## src/rtl/cond_sum_pkg.sv

```systemverilog
// Shared parameters and helpers for the conditional-sum adder.
// Carry vectors of all merge levels are packed end to end.
package cond_sum_pkg;

  localparam int CS_WIDTH = 16;
  localparam int CS_BLK   = 4;

  // Base index of level l carries when level 0 holds nb entries.
  function automatic int c_off(input int nb, input int l);
    return 2 * nb - ((2 * nb) >> l);
  endfunction

endpackage

```

## src/rtl/cond_sum_blk.sv

```systemverilog
// Dual-carry leaf: BLK-bit sums for carry-in 0 and carry-in 1.
// Each leaf ripples at most BLK bits.
module cond_sum_blk #(
  parameter int BLK = 4
) (
  input  logic [BLK-1:0] a,
  input  logic [BLK-1:0] b,
  output logic [BLK-1:0] s0,
  output logic           c0,
  output logic [BLK-1:0] s1,
  output logic           c1
);

  logic [BLK:0] ext_a;
  logic [BLK:0] ext_b;

  assign ext_a = {1'b0, a};
  assign ext_b = {1'b0, b};

  // Both candidate results, one per assumed carry-in.
  always_comb begin
    {c0, s0} = ext_a + ext_b;
    {c1, s1} = ext_a + ext_b + (BLK+1)'(1);
  end

endmodule

```

## src/rtl/cond_sum_cfg.sv

```systemverilog
// Fixed-width configurations of the conditional-sum adder.
// Both are straight pass-throughs with WIDTH pinned.
module cond_sum16 (
  input  logic        clk,
  input  logic        rst,
  input  logic [15:0] A,
  input  logic [15:0] B,
  input  logic        CIN,
  output logic [15:0] S,
  output logic        COUT,
  output logic [15:0] S_R,
  output logic        COUT_R
);

  cond_sum #(
    .WIDTH(16),
    .BLK  (4)
  ) u_core (
    .clk    (clk),
    .rst    (rst),
    .A      (A),
    .B      (B),
    .CIN    (CIN),
    .S      (S),
    .COUT   (COUT),
    .S_R    (S_R),
    .COUT_R (COUT_R)
  );

endmodule


```

## src/rtl/cond_sum.sv

```systemverilog
// Conditional-sum adder: dual-carry leaves, log2 merge tree,
// final carry-in select and a one-cycle output register.
module cond_sum
  import cond_sum_pkg::*;
#(
  parameter int WIDTH = CS_WIDTH,
  parameter int BLK   = CS_BLK
) (
  input  logic             clk,
  input  logic             rst,
  input  logic [WIDTH-1:0] A,
  input  logic [WIDTH-1:0] B,
  input  logic             CIN,
  output logic [WIDTH-1:0] S,
  output logic             COUT,
  output logic [WIDTH-1:0] S_R,
  output logic             COUT_R
);

  localparam int NB   = WIDTH / BLK;
  localparam int LVLS = $clog2(NB);
  localparam int NC   = 2 * NB - 1;

  logic [WIDTH-1:0] s0_t [LVLS+1];
  logic [WIDTH-1:0] s1_t [LVLS+1];
  logic [NC-1:0]    c0_t;
  logic [NC-1:0]    c1_t;

  for (genvar j = 0; j < NB; j++) begin : g_leaf
    cond_sum_blk #(
      .BLK(BLK)
    ) u_blk (
      .a  (A[j*BLK +: BLK]),
      .b  (B[j*BLK +: BLK]),
      .s0 (s0_t[0][j*BLK +: BLK]),
      .c0 (c0_t[j]),
      .s1 (s1_t[0][j*BLK +: BLK]),
      .c1 (c1_t[j])
    );
  end

  for (genvar l = 1; l <= LVLS; l++) begin : g_lvl
    localparam int N  = NB >> l;
    localparam int G  = BLK << l;
    localparam int H  = G / 2;
    localparam int CO = c_off(NB, l);
    localparam int PO = c_off(NB, l - 1);

    for (genvar j = 0; j < N; j++) begin : g_grp
      logic         cl0;
      logic         cl1;
      logic         cu0;
      logic         cu1;
      logic [H-1:0] su0;
      logic [H-1:0] su1;

      assign cl0 = c0_t[PO + 2*j];
      assign cl1 = c1_t[PO + 2*j];
      assign cu0 = c0_t[PO + 2*j + 1];
      assign cu1 = c1_t[PO + 2*j + 1];
      assign su0 = s0_t[l-1][(2*j+1)*H +: H];
      assign su1 = s1_t[l-1][(2*j+1)*H +: H];

      assign s0_t[l][j*G +: H]     = s0_t[l-1][2*j*H +: H];
      assign s0_t[l][j*G + H +: H] = cl0 ? su1 : su0;
      assign c0_t[CO + j]          = cl0 ? cu1 : cu0;

      assign s1_t[l][j*G +: H]     = s1_t[l-1][2*j*H +: H];
      assign s1_t[l][j*G + H +: H] = cl1 ? su1 : su0;
      assign c1_t[CO + j]          = cl1 ? cu1 : cu0;
    end
  end

  // Real carry-in picks the top-level candidate pair.
  always_comb begin
    S    = CIN ? s1_t[LVLS] : s0_t[LVLS];
    COUT = CIN ? c1_t[NC-1] : c0_t[NC-1];
  end

  // Capture the sum every cycle; reset clears it.
  always_ff @(posedge clk) begin
    if (rst) begin
      S_R    <= '0;
      COUT_R <= 1'b0;
    end else begin
      S_R    <= S;
      COUT_R <= COUT;
    end
  end

endmodule

```

## config.mk

```make
export PLATFORM = sky130hd
export DESIGN_NAME = cond_sum16
export DESIGN_NICKNAME = d
export VERILOG_FILES = /design/src/rtl/cond_sum_pkg.sv /design/src/rtl/cond_sum_blk.sv /design/src/rtl/cond_sum_cfg.sv /design/src/rtl/cond_sum.sv
export SDC_FILE = /design/constraint.sdc
export NUM_CORES = 1
export LEC_CHECK = 0
export CORE_ASPECT_RATIO = 2
export CORE_MARGIN = 8
export CORE_UTILIZATION = 41
export DETAILED_ROUTE_END_ITERATION = 8
export HOLD_SLACK_MARGIN = 0.03
export PLACE_DENSITY = 0.86
export SLEW_MARGIN = 20
export SYNTH_ARGS = -nofsm -noshare
export SYNTH_HDL_FRONTEND = slang
export SYNTH_SLANG_ARGS = --single-unit
```

## constraint.sdc

```tcl
create_clock -name clk -period 5.6 [get_ports clk]
set_input_delay 1.12 -clock clk [delete_from_list [all_inputs] [get_ports clk]]
set_output_delay 1.12 -clock clk [all_outputs]
set_load 0.02 [all_outputs]
```

# After elaboration in Yosys (flattened, before gate mapping)
# Index checks and enable logic that the tools add are counted.
# classes
mux	14
addsub	8
# op_table
op	n
$add A4 B4 Y5	4
$add A5 B1 Y5 const B	4
$mux W16	1
$mux W4	4
$mux W8	2
$mux W1	7
# totals
wordCells	24
in_bits	35
reg_bits	17

# Depth between registers and ports, before layout
# depth
ltp_word	5
ltp_mapped	11
depth_no_buf	11

# Hierarchy
# From an unflattened synthesis, not the netlist that was laid out.
# unflattened
cells_unflattened	156
area_unflattened_um2	1660.3
# by_module_without_submodules
module	instances	area_per_inst_um2	cells_each	seq_area_each_um2
cond_sum	1	879.6	76	340.3
cond_sum_blk	4	195.2	20	0.0

# Least setup slack after synthesis
# Ideal clock, no wire load.
# synth_timing
path_type	input to output
startpoint	input port A[0]
endpoint	output port S[15]
arrival_ns	3.968
stages	11
slack_ns	0.512
path_cell_list	ha_1 fa_1 ha_1 nand2_1 or2_4 or4b_4 a211oi_2 nor3_2 xnor2_2 nand4_2 xnor2_1
# synth_via
elab_chain_len	5
# synth_rtl
element	line_no	text
from (decl)	cond_sum_cfg.sv:6	input logic [15:0] A,
$add A4 B4 Y5 (*)	cond_sum_blk.sv:22, cond_sum_blk.sv:23	
$add A5 B1 Y5	cond_sum_blk.sv:23	{c1, s1} = ext_a + ext_b + (BLK+1)'(1);
$mux W1	cond_sum.sv:70	assign c1_t[CO + j] = cl1 ? cu1 : cu0;
$mux W8	cond_sum.sv:69	assign s1_t[l][j*G + H +: H] = cl1 ? su1 : su0;
$mux W16 (*)	cond_sum.sv:76	S = CIN ? s1_t[LVLS] : s0_t[LVLS];
to (decl)	cond_sum_cfg.sv:9	output logic [15:0] S,
# Mark *: on every way between the ends. The rest lies on a longest branch, timed or not.

# Worst setup path after layout
# layout_timing
startpoint	input port A[0]
endpoint	output port S[14]
# Same word-level chain as after synthesis.

==> flow_metrics.env <==
export IMPL_outcome="finished, final reports clean"
export IMPL_ys_types=40
export IMPL_max_vdd_ir_drop_uv=145
export IMPL_syn2layout_area_growth_pct=68.0
export IMPL_antennaDiodeCount=0
export IMPL_grt_pass1_vias=1469
export IMPL_place_area_mm2=0.00223
export IMPL_track_usage_pct=13.3
export IMPL_fmax_ghz=0.184
export IMPL_clk_pin_slew_ns=0.06
export IMPL_htreeDepth=1
export IMPL_relSlewSlack_pct=54.3
export IMPL_grt_pass1_wl_mm=6.22
export IMPL_grtUsageMet1_pct=12.8
export IMPL_rows=30
export IMPL_synth_warnings=0
export IMPL_drive_gt1_share_pct=22.5
export IMPL_use_met3_pct=2.74
export IMPL_cp_start_kind="input pin"
export IMPL_cts_buffers=3
export IMPL_die_width_um=57.5
export IMPL_power_uw=588
export IMPL_slowest_stage="fa_1"
export IMPL_cts_tree="yes"
export IMPL_grtUsageMet2_pct=26.5
export IMPL_core_area_mm2=0.00334
export IMPL_arrival_ns=4.31
export IMPL_grt_busiest_layer="met2"
export IMPL_fin_nets=296
export IMPL_ys_seq_area_share_pct=24.1
export IMPL_synth_top_area_share_pct=24.1
export IMPL_finalCriticalPeriod_ns=5.43
export IMPL_syn_cell_area_mm2=0.00141
export IMPL_cp_slowest_stage_delay_ns=0.51
export IMPL_finalHoldViolCount=0
export IMPL_avgSynthCellArea_um2=9.86
export IMPL_initial_core_util_pct=42.2
export IMPL_dieArea_mm2=0.00569
export IMPL_worst_pin_slew_ns=0.684
export IMPL_post_route_period_util_pct=97.0
export IMPL_setup_slack_ns=0.170
export IMPL_critPathMaxFanout=6
export IMPL_synth_nets=202
export IMPL_drc=0
export IMPL_hpwl_mm=3.16
export IMPL_drv_slew=0
export IMPL_grt_overflow_total=0
export IMPL_dr_total_vias=1406
export IMPL_synthCells=143
export IMPL_worstPathRequired_ns=4.48
export IMPL_via_per_inst=5.25
export IMPL_cap_violations=0
export IMPL_grt_antenna_before_repair=0
export IMPL_drtAntennaViolNets=0
export IMPL_grt_start_max_net_pins=20
export IMPL_finalInstanceArea_mm2=0.00237
export IMPL_clock_root_buffer="clkbuf_8"
export IMPL_mostFrequentLayoutCell="clkdlybuf4s50_1"
export IMPL_crit_type="input pin to output port"
export IMPL_rsz0062_at_grt="no"
export IMPL_power_density_mw_per_mm2=248
export IMPL_synth_seq_cells=17
export IMPL_mostFrequentLayoutCells="clkdlybuf4s50_1 (53), buf_4 (22), dfxtp_1 (17), ha_1 (16), nor2b_1 (15)"
export IMPL_post_place_ws_ns=-0.433
export IMPL_place_gp_congestion=0.760
export IMPL_first_pass_iters=4
export IMPL_leakagePower_nw=1.06
export IMPL_synth_area_leader_cell="dfxtp_1"
export IMPL_synth_area_leaders="dfxtp_1 (24%), ha_1 (18%), nor2b_1 (6.7%)"
export IMPL_die_y_um=98.9
export IMPL_cp_end_kind="output port"
export IMPL_io_buffers=68
export IMPL_setup_violations=0
export IMPL_wirelength_mm=3.78
export IMPL_cts_sinks=17
export IMPL_ios=69
export IMPL_path_cells="dlygate4sd2_1 -> ha_2 -> fa_1 -> ha_2 -> nand2_2 -> or2_4 -> o31a_1 -> o41a_1 -> nor3_2 -> xnor2_2 -> buf_6 -> nand3_1 -> nor2b_1 -> dlygate4sd2_1"
export IMPL_clockBufferDepth=2
export IMPL_wl_per_cell_um=14.1
export IMPL_hold_class="input pin to register"
export IMPL_fillCellCount=240
export IMPL_drtIter0Drc=11
layer usage:
metal | wire length, um | part of all wire (%)
met1 | 1410 | 37
met2 | 2150 | 57
met3 | 184 | 4.9
met4 | 27 | 0.71
met5 | 0 | 0
state kept, by name (all words and copies together) (netlist names):
register       count
u_core.S_R        16
u_core.COUT_R      1
report_power, final:
part | switching (mW) | internal, mW
sequential | 0.00477 | 0.139
combinational | 0.172 | 0.183
clock | 0.0396 | 0.0492
total | 0.216 | 0.372
repair_timing:
item                       in CTS  in global routing
hold buffers                    0                  0
pin swaps                      11                 13
gates resized for setup        35                  7
buffers inserted                5                  4
setup endpoints to repair       9                  5
synthesized netlist by cell type (all sizes together):
library cell,count
a211oi,2
ha,20
nand4b,1
o31a,1
mux2,5
a31oi,1
and3,1
or4b,1
nor2,5
fa,4
dfxtp,17
nand2b,4
xor2,10
nand4,1
or2,1
nor3b,1
o32ai,1
xnor2,10
buf,1
nor4,1
a21o,7
o41a,1
and3b,1
and4,1
nor3,1
inv,2
nand3,4
nor2b,16
a21boi,1
o311ai,1
o21ai,2
a21oi,10
clkbuf,1
nand2,6
a211o,1
metrics by stage:
| stage | util [%] | hold slack [ns] | setup TNS (ns) | cells |
|---|---|---|---|---|
| 6_report | 70.9 | 1.52 | 0 | 268 |
| 5_1_grt | 70.9 | 1.53 | 0 | 268 |
| 4_1_cts | 70.1 | 1.59 | 0 | 265 |
| 3_5_place_dp | 66.9 | 1.92 | -2.59 | 256 |
| 3_3_place_gp | 66.9 | 1.92 | -2.25 | 256 |
| 2_1_floorplan | - | 1.38 | 0 | 143 |
critical path: cells and delay by family:
kind	cells	cell delay [ns]
buf+inv	3	0.70
compound gates	2	0.69
xor+xnor	1	0.14
fa+ha+maj	3	0.88
simple gates	5	0.77
final timing paths:
| path | from | endpoint | slack, ns | cells past startpoint |
|---|---|---|---|---|
| worst min-delay path | B[4] | u_core.S_R[4] | 1.52 | 5 |
| worst max-delay path | A[0] | S[14] | 0.17 | 14 |
cell families after synthesis:
kind of cell	after synthesis	share of synthesized area [%]
compound gates	28	13.8
simple gates	45	20.2
fa+ha+maj	24	23.4
mux	5	4.26
buf+inv	4	1.15
xor+xnor	20	13.0
flops	17	24.1
layout make-up:
type,instances,area (um2),share of cell area [%]
tap,32,40.0,1.69
clock buffer,3,41.3,1.74
clock inverter,1,5.00,0.211
multi-input combinational,122,1080,45.8
timing repair buffer,91,850,35.9
sequential,17,340,14.4
inverter,2,7.51,0.317
No activity file was read; power rests on OpenSTA's default activity.
